File: src/rtl/rl_pair_scheduler.sv
// Pair-address sequencer: walks every (home, neighbor) pair and drives BRAM reads with back-pressure.
// Optional build macro RL_SKIP_SELF_EN drops h==n pairs for same-cell runs.
module rl_pair_scheduler #(
    parameter int ADDR_WIDTH     = 9,
    parameter int RD_LATENCY     = 1,
    parameter int PAIR_CNT_WIDTH = 2*ADDR_WIDTH+1
) (
    input  logic                      clk,
    input  logic                      rst,
    input  logic                      start,
    input  logic [ADDR_WIDTH:0]       home_num,
    input  logic [ADDR_WIDTH:0]       nb_num,
    input  logic                      out_ready,
    output logic                      rden,
    output logic [ADDR_WIDTH-1:0]     home_rdaddr,
    output logic [ADDR_WIDTH-1:0]     nb_rdaddr,
    output logic                      pair_valid,
    output logic [ADDR_WIDTH-1:0]     pair_home_id,
    output logic [ADDR_WIDTH-1:0]     pair_nb_id,
    output logic                      busy,
    output logic                      done,
    output logic [PAIR_CNT_WIDTH-1:0] pair_count
);
    localparam int CW = ADDR_WIDTH + 1;
    localparam logic [CW-1:0] MAX_NUM = CW'(1) << ADDR_WIDTH;

    typedef enum logic [1:0] {IDLE, RUN, DRAIN, DONE} state_e;

    // h is one bit wider than an address so that stepping past the last row is visible.
    typedef struct packed {
        logic [CW-1:0]         h;
        logic [ADDR_WIDTH-1:0] n;
    } pair_t;

    state_e                    state_q, state_d;
    logic [CW-1:0]             home_num_q, home_num_d, nb_num_q, nb_num_d;
    logic [ADDR_WIDTH-1:0]     h_q, h_d, n_q, n_d;
    logic [PAIR_CNT_WIDTH-1:0] cnt_q, cnt_d;
    logic [CW-1:0]             hn, nn;
    pair_t                     cur, nxt, first;

    logic [RD_LATENCY-1:0]     vld_q;
    logic [ADDR_WIDTH-1:0]     hid_q [RD_LATENCY];
    logic [ADDR_WIDTH-1:0]     nid_q [RD_LATENCY];

    function automatic logic [CW-1:0] clamp(input logic [CW-1:0] v);
        return (v > MAX_NUM) ? MAX_NUM : v;
    endfunction

    function automatic pair_t step(input pair_t p, input logic [CW-1:0] nb);
        pair_t r;
        if ({1'b0, p.n} == nb - CW'(1)) begin
            r.h = p.h + CW'(1);
            r.n = '0;
        end else begin
            r.h = p.h;
            r.n = p.n + ADDR_WIDTH'(1);
        end
        return r;
    endfunction

    // NOTE: every variable written here gets a default first, so no path can infer a latch.
    always_comb begin
        state_d    = state_q;
        home_num_d = home_num_q;
        nb_num_d   = nb_num_q;
        h_d        = h_q;
        n_d        = n_q;
        cnt_d      = cnt_q;
        rden       = 1'b0;
        busy       = 1'b0;
        done       = 1'b0;
        hn         = clamp(home_num);
        nn         = clamp(nb_num);
        cur.h      = {1'b0, h_q};
        cur.n      = n_q;
        nxt        = step(cur, nb_num_q);
`ifdef RL_SKIP_SELF_EN
        // (0,0) is always a self pair, and one step past a self pair never lands on another.
        first = step(pair_t'('0), nn);
        if (nxt.h == {1'b0, nxt.n}) nxt = step(nxt, nb_num_q);
`else
        first = '0;
`endif

        case (state_q)
            IDLE: begin
                if (start) begin
                    home_num_d = hn;
                    nb_num_d   = nn;
                    cnt_d      = '0;
                    h_d        = '0;
                    n_d        = '0;
                    if (hn == '0 || nn == '0 || first.h >= hn) begin
                        state_d = DRAIN;
                    end else begin
                        state_d = RUN;
                        h_d     = first.h[ADDR_WIDTH-1:0];
                        n_d     = first.n;
                    end
                end
            end
            RUN: begin
                busy = 1'b1;
                if (out_ready) begin
                    rden  = 1'b1;
                    cnt_d = cnt_q + PAIR_CNT_WIDTH'(1);
                    if (nxt.h >= home_num_q) begin
                        state_d = DRAIN;
                    end else begin
                        h_d = nxt.h[ADDR_WIDTH-1:0];
                        n_d = nxt.n;
                    end
                end
            end
            DRAIN: begin
                busy = 1'b1;
                if (vld_q == '0) state_d = DONE;
            end
            default: begin
                done    = 1'b1;
                state_d = IDLE;
            end
        endcase
    end

    // NOTE: non-blocking assignments make every flop sample pre-edge values, independent of statement order.
    always_ff @(posedge clk) begin
        if (rst) begin
            state_q    <= IDLE;
            home_num_q <= '0;
            nb_num_q   <= '0;
            h_q        <= '0;
            n_q        <= '0;
            cnt_q      <= '0;
        end else begin
            state_q    <= state_d;
            home_num_q <= home_num_d;
            nb_num_q   <= nb_num_d;
            h_q        <= h_d;
            n_q        <= n_d;
            cnt_q      <= cnt_d;
        end
    end

    // NOTE: the delay line is only a few flops and in-flight pairs must vanish on rst, so it is reset too.
    always_ff @(posedge clk) begin
        if (rst) begin
            vld_q <= '0;
            for (int i = 0; i < RD_LATENCY; i++) begin
                hid_q[i] <= '0;
                nid_q[i] <= '0;
            end
        end else begin
            vld_q[0] <= rden;
            hid_q[0] <= h_q;
            nid_q[0] <= n_q;
            for (int i = 1; i < RD_LATENCY; i++) begin
                vld_q[i] <= vld_q[i-1];
                hid_q[i] <= hid_q[i-1];
                nid_q[i] <= nid_q[i-1];
            end
        end
    end

    assign home_rdaddr  = h_q;
    assign nb_rdaddr    = n_q;
    assign pair_valid   = vld_q[RD_LATENCY-1];
    assign pair_home_id = hid_q[RD_LATENCY-1];
    assign pair_nb_id   = nid_q[RD_LATENCY-1];
    assign pair_count   = cnt_q;

endmodule
File: config.mk
export PLATFORM = sky130hd
export DESIGN_NAME = rl_pair_scheduler
export DESIGN_NICKNAME = d
export VERILOG_FILES = /design/src/rtl/rl_pair_scheduler.sv
export SDC_FILE = /design/constraint.sdc
export NUM_CORES = 1
export LEC_CHECK = 0
export BUFFER_PORTS_ARGS = -buffer_cell sky130_fd_sc_hd__buf_2
export CORE_UTILIZATION = 50
export CTS_CLUSTER_DIAMETER = 100
export CTS_CLUSTER_SIZE = 10
export DETAILED_ROUTE_END_ITERATION = 10
export PLACE_DENSITY_LB_ADDON = 0.05
export SYNTH_ARGS = -nofsm -noshare
export SYNTH_HDL_FRONTEND = slang
export SYNTH_SLANG_ARGS = --single-unit
File: constraint.sdc
create_clock -name clk -period 4.39 [get_ports clk]
set_input_delay 0.439 -clock clk [delete_from_list [all_inputs] [get_ports clk]]
set_output_delay 0.439 -clock clk [all_outputs]
set_load 0.03 [all_outputs]
After elaboration in Yosys (flattened, before gate mapping):

Memories as Yosys holds them, arrays and structs flattened.
Cells that the tools add are included.

* bits in registers: 60
* bits in writable memories: 18
* input port bits: 24
* output and inout bits: 59
* word-level logic and storage cells: 69
* memories kept: 2

* add/sub/neg operators: 4
* order comparisons: 4
* equal/unequal tests: 8
* mux-type cells: 30
* reductions and logical operators: 14

Memory list
* hid_q: words 1, bits a word 9, read ports 1, clocked after memory_dff 0, write ports 1, RTL line 43 `logic [ADDR_WIDTH-1:0] hid_q [RD_LATENCY];`
* nid_q: words 1, bits a word 9, read ports 1, clocked after memory_dff 0, write ports 1, RTL line 44 `logic [ADDR_WIDTH-1:0] nid_q [RD_LATENCY];`

Operators by type and width (count)
* 9-bit two-way mux: 7
* 19-bit two-way mux: 3
* 19-bit case mux with 2 select lines: 1
* 9-bit case mux with 2 select lines: 2
* 10-bit greater-than comparator (second input constant): 2
* 10-bit logical NOT: 2
* 10-bit two-way mux: 2
* 19-bit by 1-bit adder with 19-bit output (second input constant): 1
* 9-bit OR reduction: 2
* 9-bit by 1-bit adder with 10-bit output (second input constant): 1
* 9-bit by 10-bit == test with 1-bit output: 1
* 1-bit by 10-bit greater-or-equal comparator with 1-bit output (first input constant): 1
* 10-bit greater-or-equal comparator: 1
* 2-bit two-way mux: 5
* 2-bit inequality test (second input constant): 5
* 10-bit by 1-bit subtractor with 10-bit output (second input constant): 1
* 9-bit by 1-bit adder with 9-bit output (second input constant): 1
* 1-bit two-way mux: 9
* 4-bit AND reduction: 2
* 2-bit case mux with 3 select lines: 1
* 3-bit AND reduction: 1
* 3-bit OR reduction: 1
* 2-bit by 1-bit == test with 1-bit output (second input constant): 1
* 2-bit == test (second input constant): 1
* other kinds (5): 6

Longest topological paths before layout:

* depth after elaboration: 8
* depth in mapped cells: 19
* mapped depth without buffers: 16

Least setup slack after synthesis:

OpenSTA, ideal clock, no wires.

* path type: register to register
* start: register nb_num_q[0]
* end: register n_q[7] (netlist: nb_rdaddr[7])
* library setup time: 91 ps
* arrival: 4050 ps
* data required time: 4299 ps
* setup slack: 249 ps
* stages on the path, launching flop included: 19
* buffers on the path: 3
* path through: dfxtp_1 > buf_2 > inv_1 > ha_1 > and2_4 > o21a_1 > o31a_1 > or4b_4 > buf_6 > nor2_2 > nand2_1 > xnor2_1 > ha_1 > a2111o_1 > nor3_1 > a211o_1 > buf_1 > a21oi_1 > a311oi_1

* longest elaborated chain between the ends: 6
* elaborated cells on any way between the ends: 9
* classes of those cells: add/sub (1); order compare (1); eq/ne (2); mux (4); reduce/logical (1)

RTL lines
* from (decl): RTL line 36 `logic [CW-1:0] home_num_q, home_num_d, nb_num_q, nb_num_d;`
* from (signal assigned): RTL line 139 `nb_num_q <= nb_num_d;`
* 10-bit by 1-bit subtractor with 10-bit output *: RTL line 52 `if ({1'b0, p.n} == nb - CW'(1)) begin`
* 9-bit by 10-bit == test with 1-bit output *: RTL line 52
* 19-bit two-way mux *: RTL line 52
* 10-bit greater-or-equal comparator / 9-bit two-way mux (equally long branches): RTL line 108 `if (nxt.h >= home_num_q) begin`
* 2-bit inequality test (no line) / 9-bit two-way mux (equally long branches)
* 4-bit AND reduction (no line) / 9-bit case mux with 2 select lines (equally long branches)
* to (signal assigned): RTL line 141 `n_q <= n_d;`
* to (decl): RTL line 37 `logic [ADDR_WIDTH-1:0] h_q, h_d, n_q, n_d;`

Every way passes the cells marked *; elsewhere a longest branch is shown, timed or not. The select of a mux whose other input is x is not followed.
A chain may end at the register's enable or synchronous reset.

Final worst setup path:

* start: register nb_num_q[1]
* end: register n_q[7] (netlist: nb_rdaddr[7])

Same word-level chain as after synthesis.

==> run summary <==
Setup repair bufs after CTS - 0
Global-route wire length before repair - 16100 µm
Instance count of the mapped netlist - 487
Maximum number of pins on one net before global-route repair - 39
Initial detailed-routing violation count - 209
Maximum number of buffers from clock root to sink - 2
CTS HTree Levels - 3
Sum of overflow across all layers after global routing - 0
Site row count - 32
Via count of the first global-routing pass - 3263
Endpoint required time on the critical path - 4650 ps
Diodes inserted - 0
Destination of the worst hold path - nb_num_q[6]
Global-route total usage across every layer - 23.5%
Count of flip-flops with a built-in enable after synthesis - 0
Sequential cell area - 0.00156 mm²
Count of cells resized by post-cts repair - 0
CTS Buf Count - 9
Count of final hold-check violations - 0
Starting Density - 52.4%
Synthesis-to-finish area growth - 19.0%
Total vias in the final route - 3674
Max-cap violation count - 0
Number of antenna violations at the first check in global routing - 0
Layout cells sized above 1 - 21.6%
Count of cells along the worst register-to-register path - 15
Reg2reg setup slack - 190 ps
Final setup fails - 0
Cell chain of the critical path - inv_1 > ha_1 > and2_4 > o21a_1 > o31a_1 > or4b_4 > nor2_2 > nand2_1 > xnor2_1 > ha_1 > a2111o_1 > nor3_1 > a211o_1 > a21oi_1 > a311oi_1
Mean Syn Cell Area - 8.39 µm²
Height of the die - 92.4 µm
Synthesized Nets - 530
Number of fill cells in the layout - 712
Leakage power summed over all cells - 2.04 nW
Ratio of routed vias to standard cells - 5.43
Count of synthesis-stage warnings from yosys - 0
Crit-path leading delay family - compound AO/OA/AOI/OAI gates
Slowest cell on the critical path - or4b_4
Power consumption - 2.10 mW
CTS sink count - 78
Number of distinct library cell variants in the gate-level netlist after synthesis - 58
Power density over cell area - 432 mW/mm²
Number of remaining DRC errors - 0
Maximum single-stage delay on the critical path - 610 ps
Io pins - 83
Nature of the critical path startpoint - register
Summed instance area of the synthesized netlist - 0.00409 mm²
Average wire length per cell after detail routing - 14.3 µm
Unrepaired setup endpoints after global routing - true
Area used by multi-input combinational logic - 0.00236 mm²
Number of buffers inserted for hold repair after clock tree synthesis - 0
Min-Delay Startpoint - nb_num[6]
Share of synthesized registers carrying an async set or reset - 0%
Highest achievable clock rate - 0.238 GHz
Horizontal die dimension - 92.4 µm
Wire length after detailed routing - 9650 µm
Iteration count of the initial detailed-routing pass - 4
Register clock-pin slew on the reported worst setup and hold paths - 90 ps
Floorplan Core Area - 0.00781 mm²
Run status - complete, no violations
Number of nets with antenna violations after routing - 0
Buffer cell driving the clock tree root - clkbuf_8
Count of cells along the worst hold path - 3
Total Die Area - 0.00854 mm²
Critical path capture point type - register
Arrival time of data at the critical path endpoint - 4460 ps
Crit path buf inv count - 1
Number of max-slew violations in the final report - 0
Sequential area share after synthesis - 38.2%
Final worst clock skew - 8.76 ps
Highest fanout seen on the critical path - 10
Sum of negative setup slack - 0 ps
# port buffers - 82
Last weighted congestion value of the routability-driven placer - 0.886
TritonCTS clock tree - yes
Main synth FF type - dfxtp_1
Final critical-path required period - 4200 ps
Peak ir drop on the vdd network - 0.426 mV
HPWL after detailed placement - 7180 µm
Worst rel slew slack - 67.0%
Reg2Reg Capture Point - nb_rdaddr[7]
Crit share post-route - 95.8%
Source of the worst register-to-register timing path - nb_num_q[1]
Net count, final - 612
Post-synthesis register bit count - 78
Actual transition at the worst max-transition pin - 492 ps
Clock Latency Late Sink - 350 ps
Setup Crit Path Kind - register to register
Most frequent cell on the critical path - ha_1
Path class of the lowest-slack min-delay path - primary input to register
[cells in the final DEF, fill, tap and decap left out, types with 5 or more instances in the layout]
master     n
a211oi_1   5
nor2_1    54
and3_1     5
clkbuf_8   9
xor2_1    10
nand3_1   18
nor3_1    13
dfxtp_1   77
or3_1     10
and2_1     7
ha_1      19
inv_1     22
buf_2     82
nand2_1   27
nor2b_1   20
xnor2_1   17
buf_4     10
nand4_1    5
o21ai_0   20
nor3b_1   16
nand2b_1  12
a21oi_1   44
[cells in the mapped netlist (7+ instances only)]
master    number  area [µm²]
and2_1         7        43.8
inv_1         22        82.6
nor2_1        54         203
or3_1         10        62.6
nor3_1        13        65.1
dfxtp_1       78        1560
ha_1          19         238
clkbuf_1      16        60.1
nand3_1       18        90.1
nor2b_1       20         125
nor3b_1       16         120
a21oi_1       44         220
xnor2_1       17         149
xor2_1        10        87.6
nand2b_1      12        75.1
nand2_1       27         101
o21ai_0       20         100
[logic make-up after synthesis]
kind of cell             share of synthesized area (%)
AO/OA/AOI/OAI                                     17.1
adder cells (fa/ha/maj)                           5.82
flip-flops                                        38.2
AND/OR/NAND/NOR                                   28.3
XOR/XNOR                                          5.78
buffers and inverters                             4.35
multiplexers                                     0.490
[report_power, final]
| part | internal [mW] | switching [mW] |
|---|---|---|
| combinational | 0.232 | 0.413 |
| sequential | 0.745 | 0.0444 |
| clock | 0.381 | 0.282 |
| total | 1.36 | 0.740 |
[registers in the layout (all words and copies together) (netlist names)]
register and flops:
nid_q 9, pair_count 19, home_num_q 10, nb_num_q 10, pair_valid 1, home_rdaddr 9, state_q 2, hid_q 9
nb_rdaddr 9
[worst max-delay path by stage]
stage / slack (ps) / to / from / cells after the start
after floorplan: 250 / nb_rdaddr[7] / nb_num_q[0] / 18
after CTS: 200 / nb_rdaddr[7] / nb_num_q[1] / 15
after global routing: -4 / nb_rdaddr[6] / nb_num_q[1] / 17
after detailed placement: 220 / nb_rdaddr[7] / nb_num_q[1] / 14
final: 190 / nb_rdaddr[7] / nb_num_q[1] / 15
after global placement: 320 / home_rdaddr[8] / nb_num_q[1] / 17
[metal layers]
| layer | part of all wire, % | GRT usage, % | vias to the layer above | wire [µm] |
|---|---|---|---|---|
| met4 | 0.79 | 4.69 | 0 | 76 |
| li1 | - | - | 1887 | - |
| met5 | 0 | 0 | - | 0 |
| met2 | 44 | 35.2 | 89 | 4200 |
| met1 | 51 | 34.8 | 1689 | 4910 |
| met3 | 4.7 | 4.68 | 9 | 458 |
[layout make-up]
cell class                      count  area share [%]
Clock buffer                        9            2.55
Clock inverter                      7            2.47
Inverter                           22            1.70
Multi-Input combinational cell    366            48.5
Sequential cell                    78            32.1
Tap cell                          102            2.62
Timing Repair Buffer               92            9.98
[per-stage QoR]
step	utilization [%]	instances	setup WS, ps	hold slack [ps]	area [µm²]
final	62.3	676	186	344	4860
after global routing	62.3	676	-4.32	347	4860
after CTS	62.1	676	198	335	4850
after detailed placement	59.0	660	217	457	4610
after global placement	59.0	660	317	446	4610
after floorplan	-	487	249	436	4090
[worst register-to-register path: stages, from the launching register on]
cell,delay [ps]
dfxtp_2,400
inv_1,60
ha_1,220
and2_4,180
o21a_1,180
o31a_1,280
or4b_4,610
nor2_2,130
nand2_1,70
xnor2_1,140
ha_1,210
a2111o_1,430
nor3_1,400
a211o_1,410
a21oi_1,120
a311oi_1,270
Power figures use the tool's default switching activity.
